File: src/rtl/ysyx_22040237_ifu_fetch_ctrl_if.sv
// Signal bundle of the instruction fetch controller: pc source, instruction-memory
// request/response port and the core-side instruction port.
interface ysyx_22040237_ifu_fetch_ctrl_if #(
   parameter int ADDR_W = 32,
   parameter int INST_W = 32
);
   logic [ADDR_W-1:0] pc_i;
   logic              pc_valid_i;
   logic              flush_i;

   logic              mem_req_valid_o;
   logic              mem_req_ready_i;
   logic [ADDR_W-1:0] mem_req_addr_o;
   logic              mem_resp_valid_i;
   logic [INST_W-1:0] mem_resp_data_i;
   logic              mem_resp_err_i;

   logic              inst_valid_o;
   logic [INST_W-1:0] inst_o;
   logic [ADDR_W-1:0] inst_pc_o;
   logic              inst_ready_i;
   logic              fetch_err_o;
   logic              fetch_misalign_o;
   logic              busy_o;

   modport master (
      input  pc_i, pc_valid_i, flush_i,
      output mem_req_valid_o, mem_req_addr_o,
      input  mem_req_ready_i, mem_resp_valid_i, mem_resp_data_i, mem_resp_err_i,
      output inst_valid_o, inst_o, inst_pc_o, fetch_err_o, fetch_misalign_o, busy_o,
      input  inst_ready_i
   );

   modport slave (
      output pc_i, pc_valid_i, flush_i,
      input  mem_req_valid_o, mem_req_addr_o,
      output mem_req_ready_i, mem_resp_valid_i, mem_resp_data_i, mem_resp_err_i,
      input  inst_valid_o, inst_o, inst_pc_o, fetch_err_o, fetch_misalign_o, busy_o,
      output inst_ready_i
   );
endinterface

File: src/rtl/ysyx_22040237_ifu_fetch_ctrl.sv
// Multi-cycle instruction fetch controller feeding the core's instruction input.
// Optional response watchdog enabled by defining FETCH_TIMEOUT_EN.
module ysyx_22040237_ifu_fetch_ctrl #(
   parameter int                ADDR_W      = 32,
   parameter int                INST_W      = 32,
   parameter logic [INST_W-1:0] NOP_INST    = INST_W'(32'h00000013),
   parameter int                TIMEOUT_CYC = 255
) (
   input  logic                           clk,
   input  logic                           rst,
   ysyx_22040237_ifu_fetch_ctrl_if.master bus
);

   typedef enum logic [2:0] {
      IDLE,
      REQ,
      WAIT,
      DRAIN,
      HOLD
   } state_t;

   state_t            state;
   logic [ADDR_W-1:0] addr;
   logic              drop;
   logic              req_valid;
   logic              inst_valid;
   logic [INST_W-1:0] inst;
   logic [ADDR_W-1:0] inst_pc;
   logic              err;
   logic              misalign;
   logic              busy;
   logic              late_block;

`ifdef FETCH_TIMEOUT_EN
   localparam logic [7:0] WDOG_LAST = 8'(TIMEOUT_CYC - 1);

   logic [7:0] wdog;
   logic       late_pending;

   // A timed-out request may still answer; no new request until that answer is swallowed.
   assign late_block = late_pending;
`else
   logic timeout_unused;

   assign timeout_unused = (TIMEOUT_CYC != 0);
   assign late_block     = 1'b0;
`endif

   always_ff @(posedge clk) begin
      if (rst) begin
         state      <= IDLE;
         addr       <= '0;
         drop       <= 1'b0;
         req_valid  <= 1'b0;
         inst_valid <= 1'b0;
         inst       <= NOP_INST;
         inst_pc    <= '0;
         err        <= 1'b0;
         misalign   <= 1'b0;
         busy       <= 1'b0;
`ifdef FETCH_TIMEOUT_EN
         wdog         <= '0;
         late_pending <= 1'b0;
`endif
      end else begin
`ifdef FETCH_TIMEOUT_EN
         if (late_pending && bus.mem_resp_valid_i) begin
            late_pending <= 1'b0;
         end
`endif
         case (state)
            IDLE: begin
               if (bus.pc_valid_i && !bus.flush_i && !late_block) begin
                  addr <= bus.pc_i;
                  busy <= 1'b1;
                  if (bus.pc_i[1:0] == 2'b00) begin
                     state     <= REQ;
                     req_valid <= 1'b1;
                  end else begin
                     // Misaligned pc never reaches memory; hand the core a NOP instead.
                     state      <= HOLD;
                     inst       <= NOP_INST;
                     inst_pc    <= bus.pc_i;
                     err        <= 1'b0;
                     misalign   <= 1'b1;
                     inst_valid <= 1'b1;
                  end
               end
            end

            REQ: begin
               if (bus.mem_req_ready_i) begin
                  req_valid <= 1'b0;
                  drop      <= 1'b0;
                  if (drop || bus.flush_i) begin
                     state <= DRAIN;
                  end else begin
                     state <= WAIT;
`ifdef FETCH_TIMEOUT_EN
                     wdog  <= '0;
`endif
                  end
               end else if (bus.flush_i) begin
                  // The request cannot be withdrawn, so remember to discard its answer.
                  drop <= 1'b1;
               end
            end

            WAIT: begin
               if (bus.mem_resp_valid_i) begin
                  if (bus.flush_i) begin
                     state <= IDLE;
                     busy  <= 1'b0;
                  end else begin
                     state      <= HOLD;
                     inst       <= bus.mem_resp_err_i ? NOP_INST : bus.mem_resp_data_i;
                     inst_pc    <= addr;
                     err        <= bus.mem_resp_err_i;
                     misalign   <= 1'b0;
                     inst_valid <= 1'b1;
                  end
               end else if (bus.flush_i) begin
                  state <= DRAIN;
               end
`ifdef FETCH_TIMEOUT_EN
               else if (wdog == WDOG_LAST) begin
                  state        <= HOLD;
                  inst         <= NOP_INST;
                  inst_pc      <= addr;
                  err          <= 1'b1;
                  misalign     <= 1'b0;
                  inst_valid   <= 1'b1;
                  late_pending <= 1'b1;
               end else begin
                  wdog <= wdog + 8'd1;
               end
`endif
            end

            DRAIN: begin
               if (bus.mem_resp_valid_i) begin
                  state <= IDLE;
                  busy  <= 1'b0;
               end
            end

            HOLD: begin
               // Flush and consumption both retire the held instruction.
               if (bus.flush_i || bus.inst_ready_i) begin
                  state      <= IDLE;
                  inst_valid <= 1'b0;
                  err        <= 1'b0;
                  misalign   <= 1'b0;
                  busy       <= 1'b0;
               end
            end

            default: begin
               state      <= IDLE;
               req_valid  <= 1'b0;
               inst_valid <= 1'b0;
               busy       <= 1'b0;
            end
         endcase
      end
   end

   assign bus.mem_req_valid_o  = req_valid;
   assign bus.mem_req_addr_o   = {addr[ADDR_W-1:2], 2'b00};
   assign bus.inst_valid_o     = inst_valid;
   assign bus.inst_o           = inst;
   assign bus.inst_pc_o        = inst_pc;
   assign bus.fetch_err_o      = err;
   assign bus.fetch_misalign_o = misalign;
   assign bus.busy_o           = busy;

endmodule

File: src/flat_wrapper.sv
// flat-port wrapper written by rule: the top's interface ports become plain ports
module ysyx_22040237_ifu_fetch_ctrl_flat 
#(
   parameter int                ADDR_W      = 32,
   parameter int                INST_W      = 32,
   parameter logic [INST_W-1:0] NOP_INST    = INST_W'(32'h00000013),
   parameter int                TIMEOUT_CYC = 255
)
  (clk, rst, bus_pc_i, bus_pc_valid_i, bus_flush_i, bus_mem_req_valid_o, bus_mem_req_addr_o, bus_mem_req_ready_i, bus_mem_resp_valid_i, bus_mem_resp_data_i, bus_mem_resp_err_i, bus_inst_valid_o, bus_inst_o, bus_inst_pc_o, bus_fetch_err_o, bus_fetch_misalign_o, bus_busy_o, bus_inst_ready_i);
  ysyx_22040237_ifu_fetch_ctrl_if #(.ADDR_W(ADDR_W), .INST_W(INST_W)) bus_i ();
  input  logic clk;
  input  logic rst;
  input wire logic [$bits(bus_i.pc_i)-1:0] bus_pc_i;
  input wire logic [$bits(bus_i.pc_valid_i)-1:0] bus_pc_valid_i;
  input wire logic [$bits(bus_i.flush_i)-1:0] bus_flush_i;
  output wire logic [$bits(bus_i.mem_req_valid_o)-1:0] bus_mem_req_valid_o;
  output wire logic [$bits(bus_i.mem_req_addr_o)-1:0] bus_mem_req_addr_o;
  input wire logic [$bits(bus_i.mem_req_ready_i)-1:0] bus_mem_req_ready_i;
  input wire logic [$bits(bus_i.mem_resp_valid_i)-1:0] bus_mem_resp_valid_i;
  input wire logic [$bits(bus_i.mem_resp_data_i)-1:0] bus_mem_resp_data_i;
  input wire logic [$bits(bus_i.mem_resp_err_i)-1:0] bus_mem_resp_err_i;
  output wire logic [$bits(bus_i.inst_valid_o)-1:0] bus_inst_valid_o;
  output wire logic [$bits(bus_i.inst_o)-1:0] bus_inst_o;
  output wire logic [$bits(bus_i.inst_pc_o)-1:0] bus_inst_pc_o;
  output wire logic [$bits(bus_i.fetch_err_o)-1:0] bus_fetch_err_o;
  output wire logic [$bits(bus_i.fetch_misalign_o)-1:0] bus_fetch_misalign_o;
  output wire logic [$bits(bus_i.busy_o)-1:0] bus_busy_o;
  input wire logic [$bits(bus_i.inst_ready_i)-1:0] bus_inst_ready_i;
  assign bus_i.pc_i = bus_pc_i;
  assign bus_i.pc_valid_i = bus_pc_valid_i;
  assign bus_i.flush_i = bus_flush_i;
  assign bus_mem_req_valid_o = bus_i.mem_req_valid_o;
  assign bus_mem_req_addr_o = bus_i.mem_req_addr_o;
  assign bus_i.mem_req_ready_i = bus_mem_req_ready_i;
  assign bus_i.mem_resp_valid_i = bus_mem_resp_valid_i;
  assign bus_i.mem_resp_data_i = bus_mem_resp_data_i;
  assign bus_i.mem_resp_err_i = bus_mem_resp_err_i;
  assign bus_inst_valid_o = bus_i.inst_valid_o;
  assign bus_inst_o = bus_i.inst_o;
  assign bus_inst_pc_o = bus_i.inst_pc_o;
  assign bus_fetch_err_o = bus_i.fetch_err_o;
  assign bus_fetch_misalign_o = bus_i.fetch_misalign_o;
  assign bus_busy_o = bus_i.busy_o;
  assign bus_i.inst_ready_i = bus_inst_ready_i;
  ysyx_22040237_ifu_fetch_ctrl #(.ADDR_W(ADDR_W), .INST_W(INST_W), .NOP_INST(NOP_INST), .TIMEOUT_CYC(TIMEOUT_CYC)) u_core (.clk(clk), .rst(rst), .bus(bus_i));
endmodule
File: config.mk
export PLATFORM = sky130hd
export DESIGN_NAME = ysyx_22040237_ifu_fetch_ctrl_flat
export DESIGN_NICKNAME = d
export VERILOG_FILES = /design/src/rtl/ysyx_22040237_ifu_fetch_ctrl_if.sv /design/src/rtl/ysyx_22040237_ifu_fetch_ctrl.sv /design/src/flat_wrapper.sv
export SDC_FILE = /design/constraint.sdc
export NUM_CORES = 1
export LEC_CHECK = 0
export CORE_MARGIN = 5
export CORE_UTILIZATION = 43
export DETAILED_ROUTE_END_ITERATION = 10
export PLACE_DENSITY = 0.83
export RECOVER_POWER = 50
export REMOVE_ABC_BUFFERS = 1
export SYNTH_ARGS = -nofsm -noshare
export SYNTH_HDL_FRONTEND = slang
export SYNTH_SLANG_ARGS = --single-unit
File: constraint.sdc
create_clock -name clk -period 4.9 [get_ports clk]
set_clock_uncertainty 0.1 [all_clocks]
set_input_delay 0.735 -clock clk [delete_from_list [all_inputs] [get_ports clk]]
set_output_delay 0.735 -clock clk [all_outputs]
set_load 0.005 [all_outputs]
==> run summary, run 1 <==
Syn Inst Count: 532
Synth warn: 0
Sw Ratio: 26.7%
Syn Std Cell Area: 4570 sq um
Clock slew at reported path FFs: 0.10 ns
First-pass GRT wire length: 20400 um
Setup Crit Path Kind: in2reg
Max Slew Vio Count: 0
GP Congestion: 0.851
Outcome: completed
Worst skew pair latency: 0.35 ns
Critical path's top delay family: simple AND/OR/NAND/NOR gates
# IOs: 173
Post-CTS Hold Fix Bufs: 0
Remaining Overflow, GRT: 0
Core area: 10300 sq um
Via/cell ratio: 5.40
DRC Markers: 0
Tcrit/Tclk final: 58.2%
H-tree depth: 3
DRT Wirelength: 12600 um
Starting Density: 44.2%
DRT iter0 DRCs: 304
Comb pwr share: 16.1%
EDFF count, synth: 0
Setup-failing EPs final: 0
CTS Buffer Depth: 2
P_leak: 2.31 nW
DIE HEIGHT: 113 um
Vias: 4192
Max-Cap Viols: 0
Final cell area excluding filler cells: 6210 sq um
Post-synth ARST share: 0%
Clk root buf: clkbuf_8
IO Port Bufs: 170
Crit path cell chain: dlygate4sd3_1 > nand2b_1 > or4_1 > nand2_1 > a21oi_1
Sequential-to-total area share from yosys stat: 46.0%
Hold Path Class: reg2reg
Worst Path Required: 5.01 ns
Worst setup margin: 2.05 ns
1st-pass router iterations: 4
Post-layout util: 60.1%
Post-CTS setup buffers: 0
Slowest stage delay, CP: 0.95 ns
Pre-CTS WS: 1.75 ns
Minimum hold slack: 0.360 ns
Combined flip-flop and latch cell area: 2100 sq um
Slew margin rel.: 19.9%
WP data arrival: 2.96 ns
TritonCTS clock tree: built
#FFs+latches synth: 105
Pint: 0.00126 W
Avg WL per Cell: 16.2 um
Minimum clock period: 2.85 ns
Post-Place Cell Area: 6020 sq um
Antenna violations before repair: 0
Tightest Pin Transition: 1.20 ns
Die Area: 12800 sq um
Number of distinct library cells after synthesis: 33
Prevailing post-synth register cell: dfxtp_1
Area occupied by multi-input gates: 2000 sq um
Dpl hpwl: 8570 um
Final hold violation count: 0
Die X: 113 um
Layout area overhead: 36.0%
Total power: 0.00172 W
Layout cell share with drive strength beyond 1: 4.52%
CP max FO: 33
P_sw: 0.000459 W
CP Capture Type: flop
PwrDens: 277 nW/um^2
Floorplan row count: 37
Final ANT Viol Nets: 0
RSZ-0062 raised after global routing: no
Diode count: 0
Sequential Power Share: 53.4%
CP Launch Type: primary input
Clock power frac: 30.6%
Max IR drop VDD: 0.153 mV
Largest net degree at the start of global routing: 66
TritonCTS Buffers: 9
Nets@finish: 708
Vias in the first global route: 4115
CTS resizes: 0
Crit-path slowest cell: or4_1
Aggregate global-route resource usage: 19.2%
Clock sink count: 105
# fillers: 858
Post-Syn Area per Cell: 8.58 sq um
Crit path buf inv count: 1
Fmax: 0.351 GHz
## tightest hold or removal path, delay by kind of cell, from the launching register on
kind / cells / cell delay [ns]
flops: 1 / 0.32
compound gates: 1 / 0.05
simple gates: 1 / 0.05
## cell families (layout without fill, tap and decap cells)
family | count (synthesis) | in the layout | synth area share [%]
muxes | 32 | 32 | 7.02
and+or+nand+nor | 159 | 159 | 16.8
buffers and inverters | 84 | 192 | 10.6
DFF | 105 | 105 | 46.0
other | 1 | 2 | 0.0821
AOI/OAI and AO/OA | 151 | 151 | 19.4
## layout by cell type, fill, tap and decap left out, drive strengths merged
master,instances
dfxtp,105
nand2,101
dlygate4sd3,101
a21oi,69
clkdlybuf4s50,68
o21ai,35
a211oi,34
mux2i,32
nand4,29
clkbuf,12
nor2,9
buf,6
o31a,4
nor3,4
nand2b,3
a32o,3
nand4b,3
nor3b,3
and2,3
inv,3
a31oi,2
conb,2
nor2b,1
o211ai,1
a2111oi,1
nor4,1
or4,1
a311oi,1
o311ai,1
or3b,1
clkinv,1
clkinvlp,1
## registers in the layout (all words and copies together), names as in the netlist
signal,cells
u_core.addr,32
u_core.bus.busy_o,1
u_core.bus.fetch_err_o,1
u_core.bus.fetch_misalign_o,1
u_core.bus.inst_o,32
u_core.bus.inst_pc_o,32
u_core.bus.inst_valid_o,1
u_core.bus.mem_req_valid_o,1
u_core.drop,1
u_core.state,3
## power by group through the flow
stage / combinational, W / clock, W / sequential (W)
4_1_cts: 0.000293 / 0.000540 / 0.000921
3_3_place_gp: 0.000285 / 0 / 0.000939
6_report: 0.000276 / 0.000527 / 0.000919
2_1_floorplan: 0.000108 / 0 / 0.000938
3_5_place_dp: 0.000292 / 0 / 0.000940
5_1_grt: 0.000304 / 0.000578 / 0.000925
## area by class of cell
class                   count  share of cell area (%)
clock buffers              12                    2.66
clock inverters             4                   0.544
inverters                   1                  0.0605
multi-input cells         344                    32.2
flip-flops and latches    105                    33.9
well taps                 136                    2.74
repair buffers            175                    27.9
## per-stage QoR
stage	instances	TNS (ns)
after floorplan	450	-65.36
after global placement	761	0
after detailed placement	761	0
after CTS	777	0
after global routing	777	0
final	777	0
## per-layer routing
| layer | routed length (um) | vias to the layer above | track usage (%) |
|---|---|---|---|
| met1 | 5430 | 1953 | 23.7 |
| met5 | 0 | - | 0 |
| met3 | 1020 | 11 | 5.45 |
| met4 | 121 | 0 | 4.73 |
| li1 | - | 2056 | - |
| met2 | 6040 | 172 | 32.9 |
## synth_stat cells (all sizes together) (2+ instances only)
master	number	area [sq um]
clkbuf	18	67.6
nand2	101	379
nor3b	3	38.8
a21oi	69	345
a32o	3	30.0
nor2	9	33.8
nor3	4	20.0
dfxtp	105	2100
a211oi	34	255
nand2b	3	26.3
buf	65	413
mux2i	32	320
nand4	29	181
o21ai	35	175
and2	3	18.8
o31a	4	35.0
nand4b	3	26.3
a31oi	2	12.5
## path summary, 6_finish.rpt
kind              startpoint                    end  slack [ns]  depth (start not counted)
min reg2reg   u_core.addr[0]         u_core.addr[0]        0.36                          2
min           u_core.addr[0]         u_core.addr[0]        0.36                          2
max              bus_flush_i         u_core.addr[6]        2.05                          5
max reg2reg  u_core.state[1]  u_core.bus.inst_o[10]        2.34                          4
No activity file was read; power rests on OpenSTA's default activity.
==> run 2: changes to the inputs <==
Settings changed: CORE_UTILIZATION 43 to 40, PLACE_DENSITY 0.83 to 0.82.
Clock period 4.9 ns to 2.55 ns, I/O delays scaled along.
==> run 2 against run 1 <==
Against the previous run: combinational power increased by 100%; sequential power up 92%; via count rose by 1.6%; critical path depth unchanged; count of clock-buffer cells in the layout shrank 2; setup slack got worse by 1.6 ns; cell area rose by 3.1%; non-clock buffer count is 10 higher; first-iteration DRC count grew 24%; register-to-register slack got worse by 1.9 ns; core utilization decreased by 3.6 points; cell count rose by 2.2%; critical path type is now reg2reg.
==> run summary, run 2 (synthesis gave the netlist of run 1 again) <==
Antenna violations before repair: 1 (was 0)
Tcrit/Tclk final: 82.1%
CP Launch Type: flop (was primary input)
Max IR drop VDD: 0.336 mV (was 0.153 mV)
Worst skew pair latency: 0.33 ns (was 0.35 ns)
DIE HEIGHT: 117 um (was 113 um)
Total power: 0.00363 W (was 0.00172 W)
Post-Place Cell Area: 6110 sq um (was 6020 sq um)
Setup Crit Path Kind: reg2reg (was in2reg)
Diode count: 0 (unchanged)
TritonCTS Buffers: 9 (unchanged)
CP max FO: 21 (was 33)
DRT iter0 DRCs: 376 (was 304)
Nets@finish: 718 (was 708)
CTS Buffer Depth: 2 (unchanged)
Layout area overhead: 40.2% (was 36.0%)
1st-pass router iterations: 5 (was 4)
Worst Path Required: 2.67 ns (was 5.01 ns)
RSZ-0062 raised after global routing: no (unchanged)
WP data arrival: 2.22 ns (was 2.96 ns)
Setup-failing EPs final: 0 (unchanged)
Vias: 4260 (was 4192)
Max-Cap Viols: 0 (unchanged)
# IOs: 173 (unchanged)
Via/cell ratio: 5.37 (was 5.40)
Final ANT Viol Nets: 0 (unchanged)
# fillers: 1022 (was 858)
Remaining Overflow, GRT: 0 (unchanged)
Post-CTS Hold Fix Bufs: 0 (unchanged)
PwrDens: 567 nW/um^2 (was 277 nW/um^2)
Commonest non-fill, non-tap cell in the layout: dfxtp_1 (unchanged)
Hold Path Class: reg2reg (unchanged)
First-pass GRT wire length: 20300 um (was 20400 um)
Core area: 11300 sq um (was 10300 sq um)
Worst setup margin: 0.456 ns (was 2.05 ns)
CP Capture Type: flop (unchanged)
TritonCTS clock tree: built (unchanged)
Clk root buf: clkbuf_16 (was clkbuf_8)
Die X: 117 um (was 113 um)
Inst Count DP: 778 (was 761)
Aggregate global-route resource usage: 18.7% (was 19.2%)
Layout cell share with drive strength beyond 1: 6.14% (was 4.52%)
DRC Markers: 0 (unchanged)
Final hold violation count: 0 (unchanged)
Starting Density: 40.3% (was 44.2%)
Slew margin rel.: 36.8% (was 19.9%)
Fmax: 0.478 GHz
P_leak: 2.41 nW (was 2.31 nW)
Die Area: 13700 sq um (was 12800 sq um)
DRT Wirelength: 13200 um (was 12600 um)
Layout Cells excl Fill: 794 (was 777)
Clock sink count: 105 (unchanged)
Post-route setup TNS: 0 ns (unchanged)
Max Slew Vio Count: 0 (unchanged)
Most frequent cells in the layout: dfxtp_1 (105), nand2_1 (101), dlygate4sd3_1 (99) (was dfxtp_1 (105), nand2_1 (101), dlygate4sd3_1 (101))
Post-CTS setup buffers: 0 (unchanged)
Minimum clock period: 2.09 ns
Avg WL per Cell: 16.6 um (was 16.2 um)
Tightest Pin Transition: 0.947 ns (was 1.20 ns)
Clock slew at reported path FFs: 0.07 ns (was 0.10 ns)
GP Congestion: 0.886 (was 0.851)
IO Port Bufs: 170 (unchanged)
Pre-CTS WS: 0.214 ns (was 1.75 ns)
Largest net degree at the start of global routing: 53 (was 66)
Outcome: completed (unchanged)
H-tree depth: 3 (unchanged)
Dpl hpwl: 9570 um (was 8570 um)
CTS resizes: 0 (unchanged)
Floorplan row count: 39 (was 37)
Final cell area excluding filler cells: 6400 sq um (was 6210 sq um)
Vias in the first global route: 4042 (was 4115)
-- run 2: routing by layer --
metal  share of wire, %  vias to the layer above  GRT usage [%]
li1                   -                     2085              -
met1                 40                     1977           22.5
met2                 47                      181           31.1
met3                 12                       15           6.84
met4                1.1                        2           6.27
met5              0.083                        -              0
-- run 2: where the power goes --
group	leakage (nW)	internal (W)	switching (W)	total, W
sequential	0.855	0.00171	0.0000520	0.00176
clock	0.136	0.000699	0.000613	0.00131
combinational	1.42	0.000284	0.000270	0.000554
total	2.41	0.00270	0.000935	0.00363
-- run 2: final timing paths --
path | start | to | depth (start not counted) | slack [ns]
setup / recovery | u_core.state[1] | u_core.bus.fetch_misalign_o | 5 | 0.46
hold reg to reg | u_core.addr[1] | u_core.addr[1] | 2 | 0.36
hold / removal | u_core.addr[1] | u_core.addr[1] | 2 | 0.36
setup reg to reg | u_core.state[1] | u_core.bus.fetch_misalign_o | 5 | 0.46
-- run 2: final cells by class --
class                   count  area, sq um  area share [%]
clock buffers              10          239            3.73
multi-input cells         344         2010            31.3
well taps                 143          179            2.79
clock inverters             6         50.0           0.782
repair buffers            185         1820            28.5
flip-flops and latches    105         2100            32.8
inverters                   1         3.75          0.0586
-- run 2: through the flow --
step / hold WS (ns) / util (%)
floorplan: 0.330 / -
global placement: 0.345 / 54.0
detailed placement: 0.349 / 54.0
CTS: 0.359 / 56.6
global route: 0.378 / 56.6
finish: 0.357 / 56.6
-- run 2: worst max-delay path, cell delays in order (launching register included) --
cell and delay, ns:
dfxtp_1 0.69, nor3b_4 0.31, buf_4 0.37, a21oi_1 0.13, and2_1 0.19, a32o_1 0.20
==> run 3: changes to the inputs <==
Settings changed: CORE_UTILIZATION 40 to 43, PLACE_DENSITY 0.82 to 0.83.
Clock period 2.55 ns to 2.15 ns, I/O delays scaled along.
==> run 3 against run 2 <==
Against the previous run: first-iteration DRC count fell by 19%; non-clock buffer count rose by 7; sequential share of layout area barely moved; die area fell by 6.4%; largest power group unchanged; highest routed layer is now met4.
==> run summary, run 3 (synthesis gave the netlist of run 1 again) <==
TritonCTS clock tree: built (unchanged)
Avg WL per Cell: 16.6 um (about the same)
Diode count: 0 (unchanged)
CP Launch Type: primary input (was flop)
Layout area overhead: 40.0% (was 40.2%)
Dpl hpwl: 9350 um (was 9570 um)
Aggregate global-route resource usage: 20.4% (was 18.7%)
Layout Cells excl Fill: 794 (unchanged)
Tightest Pin Transition: 0.654 ns (was 0.947 ns)
Most frequent cells in the layout: dfxtp_1 (105), nand2_1 (101), dlygate4sd3_1 (99) (unchanged)
# IOs: 173 (unchanged)
Vias: 4302 (was 4260)
Worst skew pair latency: 0.37 ns (was 0.33 ns)
Post-layout util: 61.9% (was 56.6%)
Commonest non-fill, non-tap cell in the layout: dfxtp_1 (unchanged)
CP max FO: 30 (was 21)
Fmax: 0.532 GHz
Slew margin rel.: 56.0% (was 36.8%)
Largest net degree at the start of global routing: 62 (was 53)
Floorplan row count: 37 (was 39)
Remaining Overflow, GRT: 0 (unchanged)
Final hold violation count: 0 (unchanged)
Hold Path Class: in2reg (was reg2reg)
CTS resizes: 0 (unchanged)
WP data arrival: 2.07 ns (was 2.22 ns)
Post-CTS Hold Fix Bufs: 0 (unchanged)
IO Port Bufs: 170 (unchanged)
Worst Path Required: 2.34 ns (was 2.67 ns)
Clock slew at reported path FFs: 0.10 ns (was 0.07 ns)
Die Area: 12800 sq um (was 13700 sq um)
CP Capture Type: flop (unchanged)
Vias in the first global route: 4387 (was 4042)
Clk root buf: clkbuf_8 (was clkbuf_16)
DIE HEIGHT: 113 um (was 117 um)
1st-pass router iterations: 5 (unchanged)
Minimum clock period: 1.88 ns
RSZ-0062 raised after global routing: no (unchanged)
Final ANT Viol Nets: 0 (unchanged)
Max-Cap Viols: 0 (unchanged)
Starting Density: 44.2% (was 40.3%)
H-tree depth: 3 (unchanged)
PwrDens: 617 nW/um^2 (was 567 nW/um^2)
DRC Markers: 0 (unchanged)
Final cell area excluding filler cells: 6390 sq um (was 6400 sq um)
Nets@finish: 725 (was 718)
Setup-failing EPs final: 0 (unchanged)
Max IR drop VDD: 0.334 mV (was 0.336 mV)
Outcome: completed (unchanged)
Clock sink count: 105 (unchanged)
GP Congestion: 0.871 (was 0.886)
Total power: 0.00394 W (was 0.00363 W)
First-pass GRT wire length: 21600 um (was 20300 um)
Max Slew Vio Count: 0 (unchanged)
DRT Wirelength: 13200 um (about the same)
TritonCTS Buffers: 9 (unchanged)
Die X: 113 um (was 117 um)
Post-Place Cell Area: 6220 sq um (was 6110 sq um)
Via/cell ratio: 5.42 (was 5.37)
Reg2Reg Setup Slack: 0.28 ns (was 0.46 ns)
Minimum hold slack: 0.294 ns (was 0.357 ns)
DRT iter0 DRCs: 306 (was 376)
Setup Crit Path Kind: in2reg (was reg2reg)
Core area: 10300 sq um (was 11300 sq um)
Inst Count DP: 778 (unchanged)
Tcrit/Tclk final: 87.5%
Antenna violations before repair: 0 (was 1)
P_leak: 2.42 nW (was 2.41 nW)
Layout cell share with drive strength beyond 1: 6.99% (was 6.14%)
CTS Buffer Depth: 2 (unchanged)
Post-CTS setup buffers: 0 (unchanged)
## run 3: cell count changes in the layout (fill, tap and decap cells not counted)
cell        change
buf_12          +5
buf_4           +2
clkbuf_16       -9
clkbuf_8        +9
clkinv_4        +1
clkinvlp_4      -1
nor4_1          +1
nor4_4          -1
## run 3: where the power goes
group | internal, W | total (W) | switching, W | leakage (nW)
Clock | 0.000468 | 0.00118 | 0.000707 | 0.0935
Combinational | 0.000353 | 0.000679 | 0.000326 | 1.47
Sequential | 0.00203 | 0.00209 | 0.0000599 | 0.855
## run 3: area by class of cell
cell class / count / area [sq um]
clock buffers: 10 / 138
clock inverters: 6 / 51.3
fillers: 862 / 3930
inverters: 1 / 3.75
multi-input cells: 344 / 1990
flip-flops and latches: 105 / 2100
well taps: 136 / 170
repair buffers: 192 / 1940
## run 3: final timing paths
path,from,end,cells after the start
setup / recovery,bus_flush_i,u_core.bus.mem_req_valid_o,6
setup reg to reg,u_core.state[2],u_core.bus.fetch_misalign_o,4
hold reg to reg,u_core.bus.inst_o[29],u_core.bus.inst_o[29],2
hold / removal,rst,u_core.addr[4],2
## run 3: critical path, stage by stage
cell and delay, ns:
clkdlybuf4s50_1 0.54, nand2b_4 0.21, nor4_1 0.50, buf_12 0.27
a21oi_1 0.09, nor3_1 0.12
## run 3: metrics by stage
stage	setup slack, ns	TNS, ns
4_1_cts	0.244	0
3_5_place_dp	-0.0324	-0.281
2_1_floorplan	-3.41	-221.80
5_1_grt	0.0813	0
3_3_place_gp	0.0463	0
6_report	0.269	0
## run 3: per-layer routing
layer / global-route usage [%] / wire, um / up-vias
met5: 0 / 0 / -
met3: 7.97 / 1300 / 18
met1: 23.7 / 5300 / 2008
li1: - / - / 2090
met2: 35.0 / 6420 / 186
met4: 5.85 / 187 / 0
